## src/rtl/router_pkg.sv

```systemverilog
// Shared definitions for the router synchroniser slice.
//   - Default channel count, address width and timeout.
//   - clog2 helper used to size the timeout counters.
//   - CH_NONE: the channel index shown in debug views when no legal destination is latched.
//   - tmr_state_e: per-channel timeout state (counting / soft reset held).
package router_pkg;

    localparam int unsigned DEF_NUM_CH  = 3;
    localparam int unsigned DEF_ADDR_W  = 2;
    localparam int unsigned DEF_TIMEOUT = 30;

    // Channel indices run 0..15, so 16 can never name a real channel.
    localparam int unsigned CH_NONE = 16;

    typedef enum logic {
        TMR_COUNT,
        TMR_SRST
    } tmr_state_e;

    function automatic int unsigned clog2(input int unsigned v);
        int unsigned r;
        int unsigned p;
        r = 0;
        p = 1;
        while (p < v) begin
            p = p << 1;
            r = r + 1;
        end
        return r;
    endfunction

endpackage

```

## src/rtl/router_sync_timer.sv

```systemverilog
// One channel's unread-data watchdog.
// Ports:
//   clock      in   system clock, rising edge
//   resetn     in   asynchronous active-low reset
//   vld        in   channel holds data (FIFO not empty)
//   rd         in   channel is being read this cycle
//   soft_reset out  raised on the TIMEOUT-th consecutive unread-valid edge,
//                   held until an edge sees the channel empty or read
module router_sync_timer
    import router_pkg::*;
#(
    parameter int unsigned TIMEOUT = DEF_TIMEOUT
) (
    input  logic clock,
    input  logic resetn,
    input  logic vld,
    input  logic rd,
    output logic soft_reset
);

    localparam int unsigned     CNT_W = clog2(TIMEOUT + 1);
    localparam logic [CNT_W-1:0] LAST = CNT_W'(TIMEOUT - 1);

    tmr_state_e       state, state_nxt;
    logic [CNT_W-1:0] cnt, cnt_nxt;

    always_ff @(posedge clock or negedge resetn) begin
        if (!resetn) begin
            state <= TMR_COUNT;
            cnt   <= '0;
        end else begin
            state <= state_nxt;
            cnt   <= cnt_nxt;
        end
    end

    // Clear wins over expiry: a read on the expiring edge only restarts the count.
    always_comb begin
        state_nxt = state;
        cnt_nxt   = cnt;
        if (!vld || rd) begin
            state_nxt = TMR_COUNT;
            cnt_nxt   = '0;
        end else if (state == TMR_COUNT) begin
            if (cnt == LAST) begin
                state_nxt = TMR_SRST;
                cnt_nxt   = '0;
            end else begin
                cnt_nxt = cnt + CNT_W'(1);
            end
        end
    end

    assign soft_reset = (state == TMR_SRST);

endmodule

```

## src/rtl/router_sync_n.sv

```systemverilog
// Synchroniser between the router FSM, register block and NUM_CH output FIFOs.
// Ports:
//   clock, resetn   system clock (rising edge) / asynchronous active-low reset
//   detect_add      header strobe; data_in is latched as destination on this edge
//   data_in         destination address field of the header
//   write_enb_reg   FSM request to write the current byte
//   read_enb        per-channel read enable from the output side
//   empty, full     per-FIFO status flags
//   vld_out         per-channel data-valid (~empty)
//   write_enb       one-hot write enable to the latched destination FIFO
//   fifo_full       full flag of the latched destination FIFO
//   soft_reset      per-FIFO soft reset from the unread-data watchdogs
//   dest_valid      a legal destination is latched
//   addr_err        one-cycle pulse after a header with an illegal address
module router_sync_n
    import router_pkg::*;
#(
    parameter int unsigned NUM_CH  = DEF_NUM_CH,
    parameter int unsigned ADDR_W  = DEF_ADDR_W,
    parameter int unsigned TIMEOUT = DEF_TIMEOUT
) (
    input  logic              clock,
    input  logic              resetn,
    input  logic              detect_add,
    input  logic [ADDR_W-1:0] data_in,
    input  logic              write_enb_reg,
    input  logic [NUM_CH-1:0] read_enb,
    input  logic [NUM_CH-1:0] empty,
    input  logic [NUM_CH-1:0] full,
    output logic [NUM_CH-1:0] vld_out,
    output logic [NUM_CH-1:0] write_enb,
    output logic              fifo_full,
    output logic [NUM_CH-1:0] soft_reset,
    output logic              dest_valid,
    output logic              addr_err
);

    logic [ADDR_W-1:0] dest;
    logic              addr_legal;

    assign addr_legal = (32'(data_in) < NUM_CH);

    // An illegal header invalidates the destination but leaves dest itself untouched.
    always_ff @(posedge clock or negedge resetn) begin
        if (!resetn) begin
            dest       <= '0;
            dest_valid <= 1'b0;
            addr_err   <= 1'b0;
        end else begin
            addr_err <= 1'b0;
            if (detect_add) begin
                if (addr_legal) begin
                    dest       <= data_in;
                    dest_valid <= 1'b1;
                end else begin
                    dest_valid <= 1'b0;
                    addr_err   <= 1'b1;
                end
            end
        end
    end

    // Compare against each channel index rather than indexing by dest, so
    // ADDR_W may be wider than the index range of the channel vectors.
    always_comb begin
        write_enb = '0;
        fifo_full = 1'b0;
        for (int unsigned i = 0; i < NUM_CH; i++) begin
            if (dest_valid && (dest == ADDR_W'(i))) begin
                write_enb[i] = write_enb_reg;
                fifo_full    = full[i];
            end
        end
    end

    assign vld_out = ~empty;

    for (genvar g = 0; g < NUM_CH; g++) begin : g_timer
        router_sync_timer #(
            .TIMEOUT (TIMEOUT)
        ) u_timer (
            .clock      (clock),
            .resetn     (resetn),
            .vld        (vld_out[g]),
            .rd         (read_enb[g]),
            .soft_reset (soft_reset[g])
        );
    end

endmodule

```

## config.mk

```make
export PLATFORM = sky130hd
export DESIGN_NAME = router_sync_n
export DESIGN_NICKNAME = d
export VERILOG_FILES = /design/src/rtl/router_pkg.sv /design/src/rtl/router_sync_timer.sv /design/src/rtl/router_sync_n.sv
export SDC_FILE = /design/constraint.sdc
export NUM_CORES = 1
export LEC_CHECK = 0
export CORE_MARGIN = 3
export CORE_UTILIZATION = 53
export CTS_CLUSTER_SIZE = 8
export DETAILED_ROUTE_END_ITERATION = 10
export GPL_TIMING_DRIVEN = 0
export PLACE_DENSITY = 0.83
export SKIP_LAST_GASP = 1
export SLEW_MARGIN = 15
export SYNTH_ARGS = -nofsm -noshare
export SYNTH_HDL_FRONTEND = slang
export SYNTH_SLANG_ARGS = --single-unit
```

## constraint.sdc

```tcl
create_clock -name clock -period 1.83 [get_ports clock]
set_input_delay 0.4575 -clock clock [delete_from_list [all_inputs] [get_ports clock]]
set_output_delay 0.4575 -clock clock [all_outputs]
set_load 0.005 [all_outputs]
```

==> results of run 1 <==
-- worst max path at each step --
| stage | start | to | slack, ps | cells past startpoint |
|---|---|---|---|---|
| final | full[0] | fifo_full | 30 | 5 |
| after CTS | dest[0]$_DFFE_PN0P_ | fifo_full | -130 | 4 |
| after detailed placement | full[0] | fifo_full | -390 | 5 |
| after global routing | full[0] | fifo_full | -30 | 5 |
| after floorplan | dest[0]$_DFFE_PN0P_ | fifo_full | 590 | 3 |
| after global placement | full[1] | fifo_full | -340 | 5 |
-- placed cells by master (no fill, tap or decap), types with 3 or more instances in the layout --
master           netlist  routed
ha_1                   6       6
o21ai_0                5       4
clkdlybuf4s50_1        0      18
buf_2                  0       3
o22ai_1                3       3
inv_1                 10      10
nand2_1                8       7
clkbuf_4               0       3
nor2_1                23      23
dlygate4sd2_1          0       3
nand4_1                3       3
a21oi_1               11      11
dfrtp_1               22      20
clkbuf_1               4       4
a22oi_1                6       6
buf_4                  6       7
-- state kept, by name (all words and copies together) (netlist names) --
register	flops
g_timer.u_timer.cnt	15
g_timer.u_timer.soft_reset	3
dest	2
addr_err	1
dest_valid	1
-- worst max-delay path, stage by stage --
cell and delay (ps):
clkdlybuf4s50_1 460, mux2i_1 60, o21ai_1 130, and2_1 130, clkbuf_2 110
-- cell families after synthesis --
kind of cell,count (synthesis)
compound gates,31
fa+ha+maj,6
mux,1
simple gates,54
buf+inv,21
flops,22
-- layer usage --
layer | up-vias | track usage, % | routed length, um
met5 | - | 0 | 0
met4 | 0 | 11.62 | 53
met2 | 23 | 34.46 | 1257
li1 | 529 | - | -
met1 | 517 | 22.26 | 1042
met3 | 5 | 2.725 | 84
-- through the flow --
stage	setup slack, ps	cells
floorplan	585.1	135
global placement	-340.2	188
detailed placement	-388.4	188
CTS	-131.2	193
global route	-34.81	193
finish	25.03	193
-- timing repair --
item / CTS / global route
buffers inserted: 1 / 0
gates resized for setup: 21 / 5
hold endpoints to repair: 0 / 0
hold buffers: 0 / 0
endpoints found under the setup margin: 8 / 3
pin swaps: 0 / 3
-- power by group through the flow --
stage                     logic (mW)  registers (mW)  clock network, mW
after floorplan               0.0606           0.524                  0
after global placement         0.133           0.527                  0
after detailed placement       0.137           0.529                  0
after CTS                      0.134           0.521              0.275
after global routing           0.146           0.525              0.296
final                          0.129           0.522              0.268
-- final cells by class --
type                            count  area [sq um]
Multi-Input combinational cell     92         601.8
Sequential cell                    22         553.0
Fill cell                         166         501.7
Timing Repair Buffer               27         246.5
Buffer                             11         71.32
Inverter                           10         37.54
Clock buffer                        4         36.28
Tap cell                           27         33.78
==> out/metrics.cfg, run 1 <==
[grt]
grt.overflow.total = 0
grt_pass1_wl_um = 4160
grt_usage_pct = 19.56
antenna_found_initial = 0
grt_pass1_vias = 1006
grt_max_degree = 23

[timing]
fin_hold_ws_ps = 577.5
period_minus_slack_ps = 1805
slew_headroom_pct = 36.23
finalHoldViolCount = 0
rsz0062_at_grt = true
slew_viol_final = 0
timing.final.crit_share_pct = 98.63
fin_skew_ps = 4.039
setup_violations = 0
fmax_ghz = 0.5540
timing.setup.tns_ps = 0
tightest_slew_ps = 953.6

[logic_synthesis]
synth_ff_type = dfrtp_1
ys_types = 32
syn-num-nets = 156
synth_cells = 135
seq_area_frac_synth_pct = 44.27
ys_ff_latch = 22
synth_edf_count = 0
muxShareOfSynthArea_pct = 0.8048
async_flop_share_pct = 100.0
post-synth-top-count-cell = nor2_1
synth_fa_ha_area_share_pct = 6.036
ys_top_cells_by_count = nor2_1 (23), dfrtp_1 (22), a21oi_1 (11), inv_1 (10), nand2_1 (8)
syn_avg_cell_area_sq_um = 9.213
synth.area.top_cells = dfrtp_1 (44%), nor2_1 (6.9%), ha_1 (6.0%)
netlist_area_sq_um = 1244
synth_area_leader_cell = dfrtp_1
yosysTopAreaCellShare_pct = 44.27
synth-xor-area-share_pct = 0
synth_top_family_by_area = simple AND/OR/NAND/NOR gates
yosysWarnings = 0
synth_compound_area_share_pct = 15.29
synthSimpleGateAreaFrac_pct = 24.85

[drt]
routed_via_density = 5.565
post-route-drc-count = 0
drtIter0Drc = 10
wirelength_um = 2437
ant_nets = 0
wl_per_cell_um = 12.63
route.vias.total = 1074
dr.pass1.iters = 4

[worst_setup_path]
crit_type = primary input to output port
reg2reg_depth = 3
startpoint_type = primary input
r2r_end = g_timer[1].u_timer.cnt[2]$_DFFE_PN0P_
arrival_ps = 1350
cp-end-kind = output port
r2r-start = g_timer[1].u_timer.cnt[0]$_DFFE_PN0P_
worstPathRequired_ps = 1370
worst-r2r-setup-slack_ps = 520
critPathMaxFanout = 1

[place]
postPlaceCellArea_sq_um = 1538
port_buffers = 26
place_hpwl_um = 1852
place_congestion = 0.7281

[final_layout]
fin_util_pct = 75.90
nets = 188
fin_area_sq_um = 1580
antenna_cells = 0
synthToLayoutAreaGrowth_pct = 27.06
drive_above_1_share_pct = 16.87

[cts]
clk_latency_ps = 310
cts_buffers = 3
cts_tree = done
clockBufferDepth = 2
clockRootBuffer = clkbuf_4
ctsHtreeMaxLevel = 1
clock_sinks = 22
clk_pin_slew_worst_paths_ps = 120

[power_and_ir_drop]
p_int_mw = 0.6963
p_sw_share_pct = 24.18
leakage_nw = 0.7738
p_switching_mw = 0.2221
pwr-share-comb_pct = 14.0
power_mw = 0.9184
clkPwrFrac_pct = 29.1
cellPowerDensity_nw_per_um2 = 581.2
seq_power_share_pct = 56.8
irDropWorstVdd_uv = 587.6

[die]
num_io_pins = 27
initial_utilization_pct = 59.74
design.core.area_sq_um = 2082
rows = 16
die_x_um = 54.44
dieArea_sq_um = 2964
chipHeight_um = 54.44

[hold_path]
hp-start = g_timer[2].u_timer.cnt[4]$_DFFE_PN0P_
min_to = g_timer[2].u_timer.cnt[4]$_DFFE_PN0P_
min_path_cells = 1
hp-class = flip-flop to flip-flop

[run_status]
outcome = finished, final reports clean

[job]
maxCapViolCount = 0

Note: power is estimated with default switching activity, not from simulation.
==> run 2, diff against run 1 <==
--- a/config.mk
+++ b/config.mk
@@ -7,7 +7,7 @@
 export LEC_CHECK = 0
 export CORE_MARGIN = 3
 export CORE_UTILIZATION = 53
-export CTS_CLUSTER_SIZE = 8
+export CTS_CLUSTER_SIZE = 25
 export DETAILED_ROUTE_END_ITERATION = 10
 export GPL_TIMING_DRIVEN = 0
 export PLACE_DENSITY = 0.83
==> results of run 2 <==
No change in the layout: final DEF, timing and power equal those of run 1.
==> run 3, diff against run 2 <==
--- a/config.mk
+++ b/config.mk
@@ -12,7 +12,7 @@
 export GPL_TIMING_DRIVEN = 0
 export PLACE_DENSITY = 0.83
 export SKIP_LAST_GASP = 1
-export SLEW_MARGIN = 15
+export SLEW_MARGIN = 5
 export SYNTH_ARGS = -nofsm -noshare
 export SYNTH_HDL_FRONTEND = slang
 export SYNTH_SLANG_ARGS = --single-unit
==> results of run 3 <==
No change in the layout: final DEF, timing and power equal those of run 1.
